### config.mk
export PLATFORM = sky130hd
export DESIGN_NAME = uart_tx_feeder
export DESIGN_NICKNAME = d
export VERILOG_FILES = /design/src/rtl/uart_pkg.sv /design/src/rtl/sync_fifo_8.sv /design/src/rtl/uart_tx_feeder.sv
export SDC_FILE = /design/constraint.sdc
export NUM_CORES = 1
export LEC_CHECK = 0
export BUFFER_PORTS_ARGS = -buffer_cell sky130_fd_sc_hd__buf_2
export CAP_MARGIN = 0
export CORE_MARGIN = 2
export CORE_UTILIZATION = 45
export CTS_CLUSTER_DIAMETER = 60
export DETAILED_ROUTE_END_ITERATION = 7
export GPL_TIMING_DRIVEN = 0
export PLACE_DENSITY = 0.71
export SLEW_MARGIN = 5
export SYNTH_ARGS = -nofsm -noshare
export SYNTH_HDL_FRONTEND = slang
export SYNTH_SLANG_ARGS = --single-unit
### constraint.sdc
create_clock -name i_Clock -period 9 [get_ports i_Clock]
set_input_delay 2.7 -clock i_Clock [delete_from_list [all_inputs] [get_ports i_Clock]]
set_output_delay 2.7 -clock i_Clock [all_outputs]
set_load 0.02 [all_outputs]
### src/rtl/uart_pkg.sv
// Shared constants for the UART transmit feeder: FSM encodings, FIFO depth, byte width.
// Latency: n/a (declarations only).
// Backpressure: n/a.
package uart_pkg;

  localparam logic [1:0] S_IDLE    = 2'd0;
  localparam logic [1:0] S_ASSERT  = 2'd1;
  localparam logic [1:0] S_RELEASE = 2'd2;

  localparam int UART_DEFAULT_FIFO_DEPTH = 16;
  localparam int UART_BYTE_W             = 8;

  typedef logic [UART_BYTE_W-1:0] uart_byte_t;

endpackage

### src/rtl/sync_fifo_8.sv
// Single-clock byte FIFO with registered full/empty/count flags derived from the count.
// Latency: a pushed byte is visible at pop_data one edge after the push (no bypass).
// Backpressure: pushes while full and pops while empty are ignored; the caller owns overflow reporting.
module sync_fifo_8
  import uart_pkg::*;
#(
  parameter int DEPTH  = UART_DEFAULT_FIFO_DEPTH,
  parameter int ADDR_W = 4
) (
  input  logic              i_Clock,
  input  logic              reset,
  input  logic              push,
  input  uart_byte_t        push_data,
  input  logic              pop,
  output uart_byte_t        pop_data,
  output logic              full,
  output logic              empty,
  output logic [ADDR_W:0]   count
);

  localparam logic [ADDR_W:0] DEPTH_C = (ADDR_W+1)'(DEPTH);

  uart_byte_t        mem [DEPTH];
  logic [ADDR_W-1:0] wr_ptr;
  logic [ADDR_W-1:0] rd_ptr;
  logic              do_push;
  logic              do_pop;
  logic [ADDR_W:0]   count_nxt;

  // Qualify requests against the flags as they stood before the edge.
  assign do_push  = push && !full;
  assign do_pop   = pop && !empty;
  assign pop_data = mem[rd_ptr];

  // Next occupancy: simultaneous push and pop leave it unchanged.
  always_comb begin
    count_nxt = count;
    case ({do_push, do_pop})
      2'b10:   count_nxt = count + 1'b1;
      2'b01:   count_nxt = count - 1'b1;
      default: count_nxt = count;
    endcase
  end

  // Storage array; contents need no reset since the flags gate every read.
  always_ff @(posedge i_Clock) begin
    if (do_push) mem[wr_ptr] <= push_data;
  end

  // Pointers wrap naturally at DEPTH; flags registered from the next count.
  always_ff @(posedge i_Clock) begin
    if (!reset) begin
      wr_ptr <= '0;
      rd_ptr <= '0;
      count  <= '0;
      full   <= 1'b0;
      empty  <= 1'b1;
    end else begin
      if (do_push) wr_ptr <= wr_ptr + 1'b1;
      if (do_pop)  rd_ptr <= rd_ptr + 1'b1;
      count <= count_nxt;
      full  <= (count_nxt == DEPTH_C);
      empty <= (count_nxt == '0);
    end
  end

endmodule

### src/rtl/uart_tx_feeder.sv
// Buffers CPU byte writes and feeds them one at a time to the UART transmitter's DV/Done level handshake.
// Latency: write at edge N into an idle, empty block raises o_tx_dv after edge N+1.
// Backpressure: writes while full are dropped and flagged in sticky o_overflow; draining waits on Done rise then fall.
module uart_tx_feeder
  import uart_pkg::*;
#(
  parameter int DEPTH  = UART_DEFAULT_FIFO_DEPTH,
  parameter int ADDR_W = 4
) (
  input  logic              i_Clock,
  input  logic              reset,
  input  logic              i_wr,
  input  logic [7:0]        i_wr_data,
  output logic              o_full,
  output logic              o_empty,
  output logic [ADDR_W:0]   o_count,
  output logic              o_overflow,
  input  logic              i_clr_overflow,
  output logic              o_busy,
  output logic              o_tx_dv,
  output logic [7:0]        o_tx_byte,
  input  logic              i_tx_done
);

  logic [1:0] state;
  logic [1:0] state_nxt;
  logic       pop;
  uart_byte_t fifo_dat;

  sync_fifo_8 #(
    .DEPTH  (DEPTH),
    .ADDR_W (ADDR_W)
  ) u_fifo (
    .i_Clock   (i_Clock),
    .reset     (reset),
    .push      (i_wr),
    .push_data (i_wr_data),
    .pop       (pop),
    .pop_data  (fifo_dat),
    .full      (o_full),
    .empty     (o_empty),
    .count     (o_count)
  );

  // Sticky drop flag; a drop in the same cycle as a clear keeps it set.
  always_ff @(posedge i_Clock) begin
    if (!reset) begin
      o_overflow <= 1'b0;
    end else if (i_wr && o_full) begin
      o_overflow <= 1'b1;
    end else if (i_clr_overflow) begin
      o_overflow <= 1'b0;
    end
  end

  // Handshake state register.
  always_ff @(posedge i_Clock) begin
    if (!reset) state <= S_IDLE;
    else        state <= state_nxt;
  end

  // Next state: RELEASE waits for Done to fall so a stale Done cannot retire the next byte.
  always_comb begin
    state_nxt = S_IDLE;
    case (state)
      S_IDLE:    state_nxt = o_empty   ? S_IDLE  : S_ASSERT;
      S_ASSERT:  state_nxt = i_tx_done ? S_RELEASE : S_ASSERT;
      S_RELEASE: state_nxt = i_tx_done ? S_RELEASE : S_IDLE;
      default:   state_nxt = S_IDLE;
    endcase
  end

  // Pop strobe: only on the IDLE->ASSERT transition.
  always_comb begin
    pop = (state == S_IDLE) && !o_empty;
  end

  // Registered transmitter outputs; the byte only loads on pop, so it is stable for the whole DV window.
  always_ff @(posedge i_Clock) begin
    if (!reset) begin
      o_tx_dv   <= 1'b0;
      o_tx_byte <= 8'h00;
    end else begin
      o_tx_dv <= (state_nxt == S_ASSERT);
      if (pop) o_tx_byte <= fifo_dat;
    end
  end

  assign o_busy = !o_empty || (state != S_IDLE);

endmodule

== Word level (Yosys, flattened, before mapping) ==
Memories as Yosys holds them, arrays and structs flattened. A register that Yosys moved wholly into a read port is not among the register bits.
Index checks and enable logic that the tools add are counted.

* Flip-flop bits (word level): 19
* Memory bits (writable): 128
* Bits of input ports: 13
* Output and inout port bits: 18
* Logic and storage cells: 40
* Memories kept: 1

* Add/subtract/negate cells: 4
* Eq/ne operators: 6
* Multiplexer cells: 9
* Reduce and logical (&&, ||, !) cells: 12

{| class="wikitable"
|+ Memory list
! memory !! depth !! width !! read ports !! clocked after memory_dff !! write ports !! line !! source
|-
| u_fifo.mem || 16 || 8 || 1 || 1 || 1 || sync_fifo_8.sv:23 || <nowiki>uart_byte_t mem [DEPTH];</nowiki>
|}

{| class="wikitable"
|+ Operators with widths
! kind !! count
|-
| one-hot mux 5 bit (2 select lines) || 1
|-
| adder 4 x 1 -> 4 bit, second input constant || 2
|-
| equality test 2 x 1 -> 1 bit, second input constant || 3
|-
| one-hot mux 2 bit (3 select lines) || 1
|-
| adder 5 x 1 -> 5 bit, second input constant || 1
|-
| equality test 5 bit, second input constant || 1
|-
| zero test 5 bit || 1
|-
| two-way mux 1 bit || 5
|-
| subtractor 5 x 1 -> 5 bit, second input constant || 1
|-
| equality test 2 bit, second input constant || 2
|-
| logical AND 1 bit || 4
|-
| two-way mux 2 bit || 2
|-
| nonzero test 2 bit || 2
|-
| zero test 1 bit || 3
|-
| zero test 2 bit || 1
|-
| logical OR 1 bit || 1
|}

== Longest topological paths before layout ==
* Word-level depth: 6
* Mapped depth: 12

== Cells and area by module ==
Synthesis repeated with hierarchy kept, for this count alone.

* Cell total of the unflattened synthesis: 351
* Area total of the unflattened synthesis: 6393.6 um^2

{| class="wikitable"
|+ By module, submodules not included
! module !! times used !! cells each !! area each (um^2) !! sequential area each (um^2)
|-
| sync_fifo_8 || 1 || 301 || 5913.2 || 4224.1
|-
| uart_tx_feeder || 1 || 50 || 480.5 || 240.2
|}

== Worst setup path before layout ==
Ideal clock, no wire load.

* Path type: input to register
* Start point: input port i_wr
* End point: register u_fifo.empty
* Setup time: 0.095 ns
* Arrival: 4.693 ns
* Data required time: 8.905 ns
* Path slack: 4.212 ns
* Stages on the path: 12
* Path buffers: 1
* Path through: nor2b_1 -> buf_2 -> inv_1 -> nand2_4 -> xnor2_1 -> ha_1 -> nor2b_1 -> a31oi_1 -> o32ai_1 -> xor2_1 -> or4b_1 -> o311ai_1

* Cells in the longest elaborated chain, start to end: 4
* Elaborated cells between the ends (all ways): 5
* Classes of those cells: eq/ne (2); mux (1); reduce/logical (2)

{| class="wikitable"
|+ Ends and longest elaborated chain
! element !! line !! source
|-
| start, declared || uart_tx_feeder.sv:12 || <nowiki>input logic i_wr,</nowiki>
|-
| logical AND 1 bit * || sync_fifo_8.sv:31 || <nowiki>assign do_push = push && !full;</nowiki>
|-
| equality test 2 x 1 -> 1 bit / equality test 2 bit (equally long branches) || sync_fifo_8.sv:38 || <nowiki>case ({do_push, do_pop})</nowiki>
|-
| one-hot mux 5 bit (2 select lines) * || sync_fifo_8.sv:38 ||
|-
| zero test 5 bit * || sync_fifo_8.sv:63 || <nowiki>empty <= (count_nxt == '0);</nowiki>
|-
| end signal, assigned || sync_fifo_8.sv:63 ||
|-
| end, declared || sync_fifo_8.sv:17 || <nowiki>output logic empty,</nowiki>
|}

Every way passes the cells marked *; elsewhere a longest branch is shown, timed or not.
A chain may end at the register's enable or synchronous reset.

== Worst setup path in the final report ==
Ends and elaborated chain as after synthesis.

==> impl_metrics.env <==
export IMPL_status="completed"
export IMPL_p_total_mw=2.03
export IMPL_rows=42
export IMPL_fin_ws_ns=4.27
export IMPL_synth_ff_type="edfxtp_1"
export IMPL_die_h_um=121
export IMPL_grt_max_degree=17
export IMPL_post_route_min_period_ns=4.73
export IMPL_antenna_found_initial=0
export IMPL_critPathCaptureType="flip-flop"
export IMPL_path_cells="buf_2 > nor2b_1 > buf_2 > inv_1 > nand2_4 > xnor2_1 > ha_1 > nor2b_1 > a31oi_1 > o32ai_1 > xor2_1 > or4b_1 > o311ai_1"
export IMPL_slowest_delay_ns=0.48
export IMPL_holdBufCountCts=0
export IMPL_max_vdd_ir_drop_mv=0.198
export IMPL_clk_latency_ns=0.42
export IMPL_synthCells=350
export IMPL_ant_nets=0
export IMPL_placed_cell_area_um2=6580
export IMPL_synth_warnings=0
export IMPL_ys_seq_area_share_pct=70.6
export IMPL_yosysTopAreaCell="edfxtp_1"
export IMPL_rsz0062_at_grt="no"
export IMPL_postRouteWirelength_um=12000
export IMPL_critical_path_arrival_ns=5.05
export IMPL_viasPerCell=5.50
export IMPL_portBuffers=30
export IMPL_critPathSlowestCell="or4b_1"
export IMPL_rr_worst_depth=10
export IMPL_wl_per_cell_um=20.4
export IMPL_yosysMostFrequentCell="edfxtp_1"
export IMPL_leakage_nw=2.37
export IMPL_synth_area_um2=6210
export IMPL_hold_worst_slack_ns=0.462
export IMPL_grt_overflow=0
export IMPL_die_width_um=121
export IMPL_cts_root_buf="clkbuf_16"
export IMPL_drive_gt1_share_pct=26.7
export IMPL_n_antenna_cell=0
export IMPL_post_route_period_util_pct=52.5
export IMPL_slew_headroom_pct=11.9
export IMPL_vias=3232
export IMPL_dp_slack_ns=3.80
export IMPL_cp_buffers_inverters=3
export IMPL_async_reset_ff_share_pct=0
export IMPL_crit_type="input pin to flip-flop"
export IMPL_ys_seq_elements=155
export IMPL_gp_congestion=0.801
export IMPL_initial_core_util_pct=46.5
export IMPL_synth_top_area_share_pct=61.9
export IMPL_die_area_um2=14800
export IMPL_maxCapViolCount=0
export IMPL_setup_violations=0
export IMPL_drtIter0Drc=260
export IMPL_ctsResizeCount=0
export IMPL_cpLargestDelayFamily="simple AND/OR/NAND/NOR gates"
export IMPL_hold_viol=0
export IMPL_htree_levels=4
export IMPL_ios=31
export IMPL_cp_depth=13
export IMPL_clock_sinks=155
export IMPL_drcViolationCount=0
export IMPL_fin_area_um2=7130
export IMPL_first_global_vias=3240
export IMPL_cts_tree="built"
export IMPL_multiInputGateArea_um2=1730
export IMPL_nets=419
export IMPL_worst_ep_required_time_ns=9.33
export IMPL_seq_area_um2=4380
export IMPL_tightestPinTransition_ns=1.31
export IMPL_synth_area_leaders="edfxtp_1 62%, mux4_2 15%, dfxtp_1 8.7%"
export IMPL_min_path_cells=2
export IMPL_grt_pass1_wl_um=18500
export IMPL_synthToLayoutAreaGrowth_pct=14.9
export IMPL_p_per_area_nw_per_um2=284
export IMPL_place_hpwl_um=8040
export IMPL_synth_edf_count=128
export IMPL_path_clk_slew_ns=0.06
export IMPL_fillers=1054
export IMPL_dr_pass1_iters=4
export IMPL_tns_ns=0
export IMPL_fin_skew_ns=0.00756
export IMPL_clock_fmax_mhz=212
export IMPL_cp_max_fo=9
export IMPL_ys_types=38
export IMPL_cts_buffers=17
export IMPL_slew_viol_final=0
export IMPL_track_usage_pct=17.9
export IMPL_synthesis_nets=370
export IMPL_synth_common_cells="128 x edfxtp_1, 40 x mux4_2, 30 x nand2_1, 27 x dfxtp_1, 18 x nor2_1"
export IMPL_clockBufferDepth=2
export IMPL_syn_avg_cell_area_um2=17.7
export IMPL_startpoint_type="input pin"
export IMPL_cts_setup_buffers=0
export IMPL_hold_path_class="flip-flop to flip-flop"
export IMPL_core_um2=13300
-- area by class of cell --
cell class | instances | area share, %
flip-flops and latches | 155 | 61.5
multi-input cells | 169 | 24.2
well taps | 176 | 3.09
inverters | 6 | 0.386
clock inverters | 13 | 1.51
plain buffers | 20 | 1.18
clock buffers | 19 | 6.07
repair buffers | 30 | 2.10
-- flip-flops by register name (all words and copies together), names as in the netlist --
signal,flops
o_overflow,1
o_tx_byte,8
o_tx_dv,1
state,2
u_fifo.count,5
u_fifo.empty,1
u_fifo.full,1
u_fifo.mem,128
u_fifo.rd_ptr,4
u_fifo.wr_ptr,4
-- metal layers --
layer	track usage (%)	vias to the layer above	wire (um)
li1	-	1458	-
met1	23.2	1648	5080
met2	28.2	104	5830
met3	6.20	22	847
met4	6.68	0	263
met5	0	-	0
-- metrics by stage --
stage | util [%] | instances
after detailed placement | 49.3 | 556
after CTS | 53.3 | 588
after global placement | 49.3 | 556
after global routing | 53.4 | 588
final | 53.4 | 588
after floorplan | - | 350
-- worst register-to-register path: stages, from the launching register on --
cell and delay [ns]:
dfxtp_1 0.35, or3_4 0.42, clkinv_4 0.09, clkbuf_1 0.33, ha_1 0.31, buf_2 0.18, or3_1 0.36, o32ai_1 0.15
xor2_1 0.14, or4b_1 0.48, o311ai_1 0.10
-- where the power goes --
group,switching (mW),internal (mW),total [mW]
sequential,0.0265,0.827,0.853
clock,0.256,0.398,0.654
combinational,0.288,0.230,0.518
-- worst paths after layout --
| check | from | end | slack [ns] |
|---|---|---|---|
| min reg2reg | o_tx_byte[4] | o_tx_byte[4] | 0.46 |
| max | i_wr | u_fifo.empty | 4.27 |
| min | o_tx_byte[4] | o_tx_byte[4] | 0.46 |
| max reg2reg | state[1] | u_fifo.empty | 6.00 |
-- placed cells by master, fill, tap and decap left out, types with 2 or more instances in the layout --
cell,n
nand2_1,30
nor3_2,3
nand4_1,2
and2_1,8
inv_1,5
xnor2_1,11
clkinv_1,6
buf_2,37
nor2_1,18
nor2b_1,4
clkinv_2,5
dfxtp_1,27
mux4_2,40
bufinv_16,2
xor2_1,3
a31oi_1,2
nand2b_1,3
nor3b_1,2
edfxtp_1,128
nand3_1,2
nor3_1,3
clkbuf_1,15
clkbuf_16,17
a21oi_1,2
ha_1,7
a21boi_0,12
or3_1,2
-- kinds of logic after synthesis --
logic type / synth area share (%)
xor+xnor: 1.98
simple gates: 6.57
mux: 14.9
flops: 70.6
buf+inv: 1.79
fa+ha+maj: 1.41
compound gates: 2.78
No activity file was read; power rests on OpenSTA's default activity.
